`src/rtl/fetch_stage.sv`:
```
// IF stage: owns the fetch PC, captures the combinational instruction-memory word into IF/ID.
// Optional feature macro FETCH_PERF_CNT_EN adds FetchCount/StallCount performance counters.
module fetch_stage #(
    parameter logic [31:0] RESET_PC  = 32'h0000_0000,
    parameter logic [31:0] NOP_INSTR = 32'h0000_0013
) (
    input  logic        clk,
    input  logic        reset,
    input  logic        StallF,
    input  logic        StallD,
    input  logic        FlushD,
    input  logic        PCSrcE,
    input  logic [31:0] PCTargetE,
    input  logic [31:0] RD,
    output logic [31:0] PCF,
    output logic [31:0] InstrD,
    output logic [31:0] PCD,
    output logic [31:0] PCPlus4D,
    output logic        ValidD
`ifdef FETCH_PERF_CNT_EN
    ,
    output logic [31:0] FetchCount,
    output logic [31:0] StallCount
`endif
);

    logic [31:0] pcf_q, pcf_d;
    logic [31:0] pc_plus4_f;
    logic [31:0] pc_next_f;

    logic [31:0] instr_q, instr_d;
    logic [31:0] pcd_q, pcd_d;
    logic [31:0] pc_plus4d_q, pc_plus4d_d;
    logic        valid_q, valid_d;
    logic        ifid_load;

    // Targets are word-aligned by construction; the wrap past 0xFFFF_FFFC is intentional.
    assign pc_plus4_f = pcf_q + 32'd4;
    assign pc_next_f  = PCSrcE ? {PCTargetE[31:2], 2'b00} : pc_plus4_f;

    always_comb begin
        pcf_d = pcf_q;
        if (PCSrcE) begin
            pcf_d = pc_next_f;
        end else if (!StallF) begin
            pcf_d = pc_plus4_f;
        end
    end

    assign ifid_load = !FlushD && !StallD;

    always_comb begin
        instr_d     = instr_q;
        pcd_d       = pcd_q;
        pc_plus4d_d = pc_plus4d_q;
        valid_d     = valid_q;
        if (FlushD) begin
            instr_d     = NOP_INSTR;
            pcd_d       = 32'd0;
            pc_plus4d_d = 32'd0;
            valid_d     = 1'b0;
        end else if (!StallD) begin
            instr_d     = RD;
            pcd_d       = pcf_q;
            pc_plus4d_d = pc_plus4_f;
            valid_d     = 1'b1;
        end
    end

    always_ff @(posedge clk) begin
        if (reset) begin
            pcf_q       <= RESET_PC;
            instr_q     <= NOP_INSTR;
            pcd_q       <= 32'd0;
            pc_plus4d_q <= 32'd0;
            valid_q     <= 1'b0;
        end else begin
            pcf_q       <= pcf_d;
            instr_q     <= instr_d;
            pcd_q       <= pcd_d;
            pc_plus4d_q <= pc_plus4d_d;
            valid_q     <= valid_d;
        end
    end

    assign PCF      = pcf_q;
    assign InstrD   = instr_q;
    assign PCD      = pcd_q;
    assign PCPlus4D = pc_plus4d_q;
    assign ValidD   = valid_q;

`ifdef FETCH_PERF_CNT_EN
    logic [31:0] fetch_cnt_q, fetch_cnt_d;
    logic [31:0] stall_cnt_q, stall_cnt_d;

    // A redirecting edge is not a stall even when StallF is high.
    always_comb begin
        fetch_cnt_d = fetch_cnt_q;
        stall_cnt_d = stall_cnt_q;
        if (ifid_load) begin
            fetch_cnt_d = fetch_cnt_q + 32'd1;
        end
        if (StallF && !PCSrcE) begin
            stall_cnt_d = stall_cnt_q + 32'd1;
        end
    end

    always_ff @(posedge clk) begin
        if (reset) begin
            fetch_cnt_q <= 32'd0;
            stall_cnt_q <= 32'd0;
        end else begin
            fetch_cnt_q <= fetch_cnt_d;
            stall_cnt_q <= stall_cnt_d;
        end
    end

    assign FetchCount = fetch_cnt_q;
    assign StallCount = stall_cnt_q;
`endif

endmodule

```
`config.mk`:
```
export PLATFORM = sky130hd
export DESIGN_NAME = fetch_stage
export DESIGN_NICKNAME = d
export VERILOG_FILES = /design/src/rtl/fetch_stage.sv
export SDC_FILE = /design/constraint.sdc
export NUM_CORES = 1
export LEC_CHECK = 0
export CAP_MARGIN = 10
export CORE_MARGIN = 2
export CORE_UTILIZATION = 30
export DETAILED_ROUTE_END_ITERATION = 12
export PLACE_DENSITY_LB_ADDON = 0.05
export SLEW_MARGIN = 20
export SYNTH_ARGS = -nofsm -noshare
export SYNTH_HDL_FRONTEND = slang
export SYNTH_SLANG_ARGS = --single-unit
```
`constraint.sdc`:
```
create_clock -name clk -period 2.3 [get_ports clk]
set_input_delay 0.46 -clock clk [delete_from_list [all_inputs] [get_ports clk]]
set_output_delay 0.46 -clock clk [all_outputs]
set_load 0.005 [all_outputs]
```
==> reports/qor.yml, run 1 <==
run_status:
  status: "finished, final reports clean"
synthesis:
  mappedNetlistArea_sq_um: 5530
  synth.avg_cell_area_sq_um: 8.86
  ys_ff_latch: 123
  synth_top_cell_area_share_pct: 44.5
  yosysTopAreaCell: "sky130_fd_sc_hd__dfxtp_1"
  synthMostInstantiatedCell: "sky130_fd_sc_hd__dfxtp_1"
  ys.warnings.count: 0
  synth.area.top_cells: "sky130_fd_sc_hd__dfxtp_1 (45%), sky130_fd_sc_hd__mux2i_1 (11%), sky130_fd_sc_hd__nor2_1 (6.0%)"
  synthTopCellsByCount: "sky130_fd_sc_hd__dfxtp_1 (123), sky130_fd_sc_hd__nor2_1 (89), sky130_fd_sc_hd__mux2i_1 (62)"
  synth_cells: 624
  synth_seq_area_share_pct: 44.5
  synth.distinct_cells: 45
  synthArstFlopShare_pct: 0
  synth-edff-count: 0
  synthFlopType: "sky130_fd_sc_hd__dfxtp_1"
floorplan:
  fp.coreArea_sq_um: 18000
  dieWidth_um: 140
  die_area_sq_um: 19500
  num_io_pins: 199
  placement_rows: 49
  die_h_um: 140
  initial_core_util_pct: 30.7
clocking:
  clock_insertion_delay_worst_skew_ns: 0.42
  cts.sinks: 123
  cts-root-buf: "sky130_fd_sc_hd__clkbuf_16"
  cts_max_path_buffers: 2
  htreeDepth: 4
  worst_setup_hold_path_clk_slew_ns: 0.06
  ctsHoldBuffers: 0
  postCtsSetupRepairBufs: 0
  cts_tree: "done"
  cts_resized: 0
  cts_made_buffers: 17
timing:
  final_min_period_over_clock_period_pct: 90.6
  drv_slew: 0
  fin_setup_tns_ns: 0
  fin_worst_skew_ns: 0.00968
  worst_slack_ns: 0.216
  max_clock_freq_mhz: 480
  hold_viol_final: 0
  worst_slew_margin_rel_pct: 59.4
  setup-violations-final: 0
  rsz0062_at_grt: "false"
  timing_worst_slew_pin_value_ns: 0.605
  hold_slack_ns: 0.441
  min_period_ns: 2.08
global_routing:
  grt_max_degree: 61
  antenna_found_initial: 0
  overflow_left_after_global_routing: 0
  global_route.usage.total_pct: 18.8
  via_count_of_the_first_global_routing_pass: 5288
  grt_first_pass_wirelength_um: 29000
detailed_routing:
  routed-via-count: 5281
  postRouteWirelength_um: 18500
  residual_drc: 0
  detail-route-antenna-nets: 0
  detail_route.vias_per_cell: 4.94
  detailedRoute.firstPassIterationCount: 4
  initialDrtViolationCount: 263
  route.detailed.wl_per_inst_um: 17.3
power:
  power_leakage_nw: 3.21
  maximum_resistive_drop_on_vdd_mv: 0.559
  power.density_cell_area_nw_per_um2: 682
  p_total_mw: 5.79
setup_path:
  timing.critical_path.cells: "ha_1, nand3_2, or4_1, or4_1, a311oi_1"
  worst-endpoint-arrival_ns: 2.41
  worst_ep_required_time_ns: 2.62
  crit_type: "reg -> reg"
  ff2ff_setup_slack_ns: 0.22
  critical-path-max-stage-delay_ns: 0.62
  rr_worst_depth: 5
  worst_r2r_endpoint: "PCF[30]"
  crit_path_frequent_cell: "sky130_fd_sc_hd__or4_1"
  crit_path_max_fanout: 6
  cell_with_the_biggest_individual_delay_on_the_critical_path: "sky130_fd_sc_hd__or4_1"
  worst_setup_path_end_kind: "register"
  worstSetupStartpointType: "register"
  rr_startpoint: "PCF[2]"
min_path:
  timing.hold.worst.start: "StallD"
  worst_hold_path.num_cells: 3
  hold_endpoint: "PCPlus4D[5]"
  hold_path_class: "in -> reg"
finish:
  diodes: 0
  filler_cell_count: 1762
  layout.nets: 898
  syn2layout_area_growth_pct: 53.7
  layout-drive-gt1-share_pct: 11.3
  layout.core_utilization_pct: 47.1
place:
  gp_congestion: 0.823
  detailed_place_hpwl_um: 13400
  buffer_ports.inserted: 190
  dp_slack_ns: -0.0473
job:
  maxCapViolations: 0
layout by cell type (no fill, tap or decap), drive strengths merged, types with 5 or more instances in the layout:
| cell type | Yosys | routed |
|---|---|---|
| clkdlybuf4s50 | 0 | 189 |
| dfxtp | 123 | 123 |
| nor2 | 89 | 89 |
| mux2i | 62 | 62 |
| buf | 29 | 55 |
| o21ai | 38 | 38 |
| nand2 | 27 | 27 |
| a21oi | 20 | 20 |
| a211oi | 19 | 19 |
| or3 | 18 | 18 |
| clkbuf | 36 | 18 |
| xnor2 | 17 | 17 |
| nor3 | 16 | 16 |
| inv | 14 | 16 |
| nand4 | 15 | 15 |
| and4 | 13 | 13 |
| nand3 | 12 | 12 |
| a311oi | 10 | 10 |
| a31oi | 10 | 10 |
| nor4 | 10 | 10 |
| clkinv | 1 | 9 |
| o31ai | 7 | 7 |
| or4 | 7 | 7 |
| a2111oi | 7 | 7 |
| conb | 1 | 6 |
| and3 | 5 | 5 |
| xor2 | 5 | 5 |
worst max-delay path: cells and delay by family, from the launching register on:
family                   cells  cell delay, ns
AO/OA/AOI/OAI                1            0.25
adder cells (fa/ha/maj)      1            0.21
flip-flops                   1            0.34
AND/OR/NAND/NOR              3            1.19
state kept, by name, indices dropped and copies added (netlist names):
signal and count:
PCD 30, ValidD 1, PCF 30, PCPlus4D 30, InstrD 32
kinds of logic (layout without fill, tap and decap cells):
kind of cell	Yosys count	in the layout	share of synthesized area (%)
AOI/OAI and AO/OA	115	115	13.2
muxes	62	62	11.2
xor gates and xnor gates	22	22	3.48
and+or+nand+nor	220	220	20.7
DFF	123	123	44.5
other	1	6	0.0678
adders and majority gates	1	1	0.226
buffers and inverters	80	291	6.56
report_power, final:
group	internal (mW)	total [mW]	switching, mW
combinational	0.413	0.736	0.323
clock	1.74	2.77	1.04
sequential	2.22	2.29	0.0681
total	4.37	5.79	1.43
worst max path at each step:
stage,cells past startpoint,endpoint,from
detailed placement,5,PCF[24],StallF
floorplan,5,PCF[30],PCF[2]
global route,5,PCF[30],PCF[3]
finish,5,PCF[30],PCF[2]
global placement,5,PCF[24],StallF
CTS,5,PCF[30],PCF[2]
per-layer routing:
metal  up-vias  GRT usage (%)  wire length [um]
li1       2632              -                 -
met1      2456           24.4              8340
met2       168           30.8              8660
met3        25           4.16              1120
met4         0           7.05               381
met5         -              0                 0
stage by stage:
step | std cells | cell area, sq um
after floorplan | 629 | 5550
after CTS | 1069 | 8490
after detailed placement | 1037 | 7880
after global placement | 1037 | 7880
final | 1069 | 8500
after global routing | 1069 | 8500
area by class of cell:
cell class | instances | area [sq um] | area share [%]
Clock inverter | 14 | 170 | 2.00
Timing Repair Buffer | 244 | 2350 | 27.7
Multi-Input combinational cell | 426 | 2730 | 32.1
Tap cell | 229 | 287 | 3.37
Sequential cell | 123 | 2460 | 29.0
Clock buffer | 18 | 439 | 5.17
Inverter | 15 | 56.3 | 0.663
Power figures use the tool's default switching activity.
==> run 2: changes to the inputs <==
Clock period 2.3 ns to 1.85 ns, I/O delays scaled along.
==> run 2 against run 1 <==
Critical path depth is 3 lower; global-route usage up 0.38 points; clock skew decreased by 0.0027 ns; via count up 4.9%; count of clock-buffer cells in the layout is 1 lower; cell count increased by 4.0%; total power grew 25%; die area unchanged; critical endpoint is now PCF[29]; hold slack better by 0.018 ns.
==> reports/qor.yml, run 2 (same netlist as run 1, synthesis figures left out) <==
setup_path:
  critical-path-max-stage-delay_ns: 0.52
  ff2ff_setup_slack_ns: 0.03
  timing.critical_path.cells: "buf_6, clkdlybuf4s50_1"
  timing.critical_path.buf_inv: 2
  worstSetupStartpointType: "register"
  worst-endpoint-arrival_ns: 1.46
  crit_type: "reg -> out"
  worst_setup_path_end_kind: "output port"
  critPathTopFamily: "buffers and inverters"
  cell_with_the_biggest_individual_delay_on_the_critical_path: "sky130_fd_sc_hd__clkdlybuf4s50_1"
  worst_r2r_endpoint: "PCF[24]"
  worst_ep_required_time_ns: 1.48
  crit_path_max_fanout: 7
  rr_startpoint: "PCF[3]"
  rr_worst_depth: 6
power:
  p_seq_share_pct: 39.2
  power_leakage_nw: 3.49
  maximum_resistive_drop_on_vdd_mv: 0.656
  p_total_mw: 7.25
  power.density_cell_area_nw_per_um2: 798
  power_switching_mw: 1.81
  swShare_pct: 25.0
  internal_power_mw: 5.44
  clockPowerShare_pct: 46.9
  pwr-share-comb_pct: 13.9
global_routing:
  global_route.usage.total_pct: 19.2
  overflow_left_after_global_routing: 0
  antenna_found_initial: 0
  via_count_of_the_first_global_routing_pass: 5453
  grt_max_degree: 55
  grt_first_pass_wirelength_um: 29400
detailed_routing:
  routed-via-count: 5540
  detail-route-antenna-nets: 0
  postRouteWirelength_um: 19100
  detailedRoute.firstPassIterationCount: 4
  route.detailed.wl_per_inst_um: 17.1
  residual_drc: 0
  detail_route.vias_per_cell: 4.98
  initialDrtViolationCount: 209
clocking:
  clock_insertion_delay_worst_skew_ns: 0.42
  cts.sinks: 123
  cts-root-buf: "sky130_fd_sc_hd__clkbuf_16"
  worst_setup_hold_path_clk_slew_ns: 0.06
  cts_made_buffers: 17
  htreeDepth: 4
  cts_tree: "done"
  cts_max_path_buffers: 2
place:
  gp_congestion: 0.839
  detailed_place_hpwl_um: 13900
  dp_slack_ns: -0.336
  buffer_ports.inserted: 190
min_path:
  timing.hold.worst.start: "PCPlus4D[5]"
  worst_hold_path.num_cells: 2
  hold_endpoint: "PCPlus4D[5]"
  hold_path_class: "reg -> reg"
finish:
  final_common_cell: "sky130_fd_sc_hd__clkdlybuf4s50_1"
  layout.nets: 941
  layout.core_utilization_pct: 50.4
  layout-drive-gt1-share_pct: 19.7
  most-common-layout-cells: "sky130_fd_sc_hd__clkdlybuf4s50_1 (186), sky130_fd_sc_hd__dfxtp_1 (104), sky130_fd_sc_hd__nor2_1 (89), sky130_fd_sc_hd__buf_4 (81), sky130_fd_sc_hd__mux2i_1 (62)"
  filler_cell_count: 1737
  syn2layout_area_growth_pct: 64.2
  number_of_flip_flops_in_the_largest_register: 32
  diodes: 0
floorplan:
  dieWidth_um: 140
  fp.coreArea_sq_um: 18000
  die_area_sq_um: 19500
  die_h_um: 140
  initial_core_util_pct: 30.7
  placement_rows: 49
  num_io_pins: 199
timing:
  worst_slack_ns: 0.0166
  final_min_period_over_clock_period_pct: 99.1
  hold_viol_final: 0
  min_period_ns: 1.83
  fin_worst_skew_ns: 0.00694
  rsz0062_at_grt: "true"
  setup-violations-final: 0
  drv_slew: 0
  max_clock_freq_mhz: 545
  hold_slack_ns: 0.459
  fin_setup_tns_ns: 0
job:
  maxCapViolations: 0
run_status:
  status: "finished, final reports clean"
[run 2: cell count changes in the layout (fill, tap and decap cells not counted), sizes merged]
cell / previous run / this run
dlygate4sd2: 0 / 2
clkinvlp: 1 / 5
buf: 55 / 98
clkdlybuf4s50: 189 / 186
clkinv: 9 / 8
inv: 16 / 14
clkbuf: 18 / 17
dlymetal6s2s: 0 / 1
[run 2: repair_timing]
item / 4_1_cts / 5_1_grt
endpoints found under the setup margin: 20 / 31
pin swaps: 4 / 4
hold buffers: 0 / 0
setup buffers: 2 / 0
gates resized for setup: 21 / 42
endpoints found under the hold margin: 0 / 0
[run 2: worst max-delay path by stage]
stage	startpoint	end	slack, ns	cells after the start
final	PCF[29]	PCF[29]	0.02	2
after global placement	StallF	PCF[31]	-0.32	7
after CTS	PCF[16]	PCF[16]	0.00002	2
after global routing	StallF	PCF[29]	-0.07	7
after floorplan	PCF[15]	PCF[30]	0.002	5
after detailed placement	StallF	PCF[31]	-0.34	7
[run 2: routing by layer]
metal  part of all wire [%]  global-route usage (%)
met1                     46                    24.9
met2                     46                    31.3
met3                    5.7                    4.65
met4                    2.0                    6.68
met5                      0                       0
[run 2: per-stage QoR]
stage                     cells  area, sq um
final                      1112         9080
after global routing       1112         9080
after CTS                  1112         8940
after detailed placement   1078         8260
after global placement     1078         8260
after floorplan             629         5620
[run 2: tightest hold or removal path: cells and delay by family (launching register included)]
family | cells | cell delay (ns)
DFF | 1 | 0.30
AOI/OAI and AO/OA | 1 | 0.05
and+or+nand+nor | 1 | 0.06
[run 2: layout make-up]
| class | instances | area (sq um) | share of cell area [%] |
|---|---|---|---|
| Inverter | 15 | 56.3 | 0.620 |
| Tap cell | 229 | 287 | 3.16 |
| Sequential cell | 123 | 2510 | 27.7 |
| Clock buffer | 17 | 425 | 4.69 |
| Clock inverter | 15 | 176 | 1.94 |
| Timing Repair Buffer | 287 | 2740 | 30.2 |
| Multi-Input combinational cell | 426 | 2880 | 31.7 |
[run 2: power by group through the flow]
stage	Combinational (mW)	Clock [mW]	Sequential, mW
3_3_place_gp	0.982	0	2.89
4_1_cts	1.00	3.47	2.84
5_1_grt	1.09	3.59	2.85
3_5_place_dp	0.990	0	2.89
2_1_floorplan	0.400	0	2.90
6_report	1.01	3.40	2.84
==> run 3: changes to the inputs <==
Settings changed: ABC_CLOCK_PERIOD_IN_PS set to 1850, CTS_CLUSTER_DIAMETER set to 50, GPL_TIMING_DRIVEN set to 0.
==> run 3 against run 2 <==
The run now ends with negative setup slack left; combinational power about the same; wire length up 12%; critical path depth up 4; cell count up 2.7%; global-route usage up 2.1 points; sequential cell count unchanged; via count up 5.3%; sequential power about the same; non-clock buffer count up 30; clock power up 6.5%; count of clock-buffer cells in the layout up 2; largest cell class unchanged.
==> reports/qor.yml, run 3 (same netlist as run 1, synthesis figures left out) <==
global_routing:
  via_count_of_the_first_global_routing_pass: 5580
  global_route.usage.total_pct: 21.3
  overflow_left_after_global_routing: 0
  grt_first_pass_wirelength_um: 32500
  grt_max_degree: 17
  antenna_found_initial: 0
power:
  maximum_resistive_drop_on_vdd_mv: 0.654
  p_seq_share_pct: 38.2
  swShare_pct: 24.0
  power.density_cell_area_nw_per_um2: 803
  p_total_mw: 7.49
  power_leakage_nw: 3.62
  pwr-share-comb_pct: 13.4
  power_switching_mw: 1.80
  internal_power_mw: 5.69
  clockPowerShare_pct: 48.3
finish:
  most-common-layout-cells: "sky130_fd_sc_hd__clkdlybuf4s50_1 (186), sky130_fd_sc_hd__dfxtp_1 (100), sky130_fd_sc_hd__nor2_1 (89), sky130_fd_sc_hd__buf_4 (68), sky130_fd_sc_hd__mux2i_1 (62)"
  diodes: 0
  layout-drive-gt1-share_pct: 20.7
  layout.core_utilization_pct: 51.7
  final_common_cell: "sky130_fd_sc_hd__clkdlybuf4s50_1"
  filler_cell_count: 1701
  number_of_flip_flops_in_the_largest_register: 32
  syn2layout_area_growth_pct: 68.5
  stdcell_area_sq_um: 9320
  layout.nets: 971
timing:
  min_period_ns: 1.96
  final_min_period_over_clock_period_pct: 106
  max_clock_freq_mhz: 510
  timing_worst_slew_pin_value_ns: 0.895
  hold_slack_ns: 0.413
  drv_slew: 0
  worst_slew_margin_rel_pct: 40.3
  setup-violations-final: 6
  fin_worst_skew_ns: 0.00965
  rsz0062_at_grt: "true"
  worst_slack_ns: -0.111
  hold_viol_final: 0
job:
  maxCapViolations: 0
place:
  gp_congestion: 0.882
  buffer_ports.inserted: 186
  detailed_place_hpwl_um: 14700
  placed_area_sq_um: 7770
detailed_routing:
  postRouteWirelength_um: 21300
  maxUsedRoutingLayer: "met4"
  detailedRoute.firstPassIterationCount: 5
  initialDrtViolationCount: 303
  dr_wl_met2_um: 9930
  detail-route-antenna-nets: 0
  routed-via-count: 5831
  met3RoutedLength_um: 1080
  route.detailed.wl_per_inst_um: 18.7
  m1WireLength_um: 9830
  residual_drc: 0
  detail_route.vias_per_cell: 5.11
floorplan:
  die_area_sq_um: 19500
  initial_core_util_pct: 30.7
  die_h_um: 140
  num_io_pins: 199
  dieWidth_um: 140
  fp.coreArea_sq_um: 18000
  placement_rows: 49
clocking:
  worst_setup_hold_path_clk_slew_ns: 0.06
  cts-root-buf: "sky130_fd_sc_hd__clkbuf_16"
  cts_tree: "done"
  htreeDepth: 4
  cts.sinks: 123
  clock_insertion_delay_worst_skew_ns: 0.42
  cts_max_path_buffers: 2
  cts_made_buffers: 17
run_status:
  status: "complete, but fails checks"
  failing_checks: "negative setup slack"
setup_path:
  crit_type: "reg -> reg"
  worst-endpoint-arrival_ns: 2.27
  worst_ep_required_time_ns: 2.16
  worst_setup_path_end_kind: "register"
  ff2ff_setup_slack_ns: -0.11
  worstSetupStartpointType: "register"
  crit_path_max_fanout: 3
min_path:
  hold_path_class: "in -> reg"
==> run 3: changes by cell type in the layout (fill, tap and decap cells not counted), moves of 4 or more <==
cell | previous run | this run
sky130_fd_sc_hd__buf_6 | 11 | 19
sky130_fd_sc_hd__dfxtp_1 | 104 | 100
sky130_fd_sc_hd__clkbuf_1 | 0 | 32
sky130_fd_sc_hd__clkinvlp_4 | 5 | 1
sky130_fd_sc_hd__buf_12 | 6 | 2
sky130_fd_sc_hd__dfxtp_2 | 8 | 14
sky130_fd_sc_hd__nor4_4 | 2 | 8
sky130_fd_sc_hd__nor4_2 | 4 | 0
sky130_fd_sc_hd__buf_4 | 81 | 68
==> run 3: power by group through the flow <==
| stage | Clock [mW] | Combinational [mW] | Sequential, mW |
|---|---|---|---|
| floorplan | 0 | 0.400 | 2.90 |
| global route | 3.80 | 1.09 | 2.88 |
| global placement | 0 | 0.890 | 2.91 |
| CTS | 3.68 | 0.970 | 2.86 |
| finish | 3.62 | 1.01 | 2.86 |
| detailed placement | 0 | 0.898 | 2.91 |
==> run 3: layout make-up <==
class	instances	area [sq um]	share of cell area, %
inverter	15	56.3	0.604
buffer	61	388	4.16
sequential	123	2510	27.0
timing repair buffer	256	2440	26.2
multi-input combinational	426	3010	32.3
tap	229	287	3.07
clock inverter	13	198	2.12
clock buffer	19	433	4.64
==> run 3: critical path: stages, from the launching register on <==
cell,delay (ns)
sky130_fd_sc_hd__dfxtp_4,0.36
sky130_fd_sc_hd__ha_4,0.17
sky130_fd_sc_hd__nand3_4,0.09
sky130_fd_sc_hd__buf_6,0.13
sky130_fd_sc_hd__or3_4,0.38
sky130_fd_sc_hd__or4_4,0.43
sky130_fd_sc_hd__a311oi_2,0.28
==> run 3: worst paths after layout <==
check,start,end,cells past startpoint
max,PCF[2],PCF[22],6
min,reset,PCF[21],3
max reg2reg,PCF[2],PCF[22],6
min reg2reg,PCPlus4D[6],PCPlus4D[6],2
==> run 3: repair_timing <==
action | 4_1_cts | 5_1_grt
hold buffers | 0 | 0
endpoints found under the hold margin | 0 | 0
pin swaps | 23 | 29
endpoints found under the setup margin | 57 | 30
setup buffers | 43 | 27
gates resized for setup | 69 | 46
==> run 3: metrics by stage <==
stage | instances | worst slack, ns | TNS (ns)
global route | 1142 | -0.172 | -1.34
global placement | 1044 | -0.632 | -28.58
finish | 1142 | -0.111 | -0.361
floorplan | 629 | 0.00219 | 0
CTS | 1119 | -0.0615 | -0.164
detailed placement | 1044 | -0.671 | -33.16
==> run 3: routing by layer <==
| layer | GRT usage (%) | vias up |
|---|---|---|
| li1 | - | 2789 |
| met3 | 4.23 | 30 |
| met1 | 28.4 | 2821 |
| met2 | 34.5 | 191 |
| met5 | 0 | - |
| met4 | 7.26 | 0 |
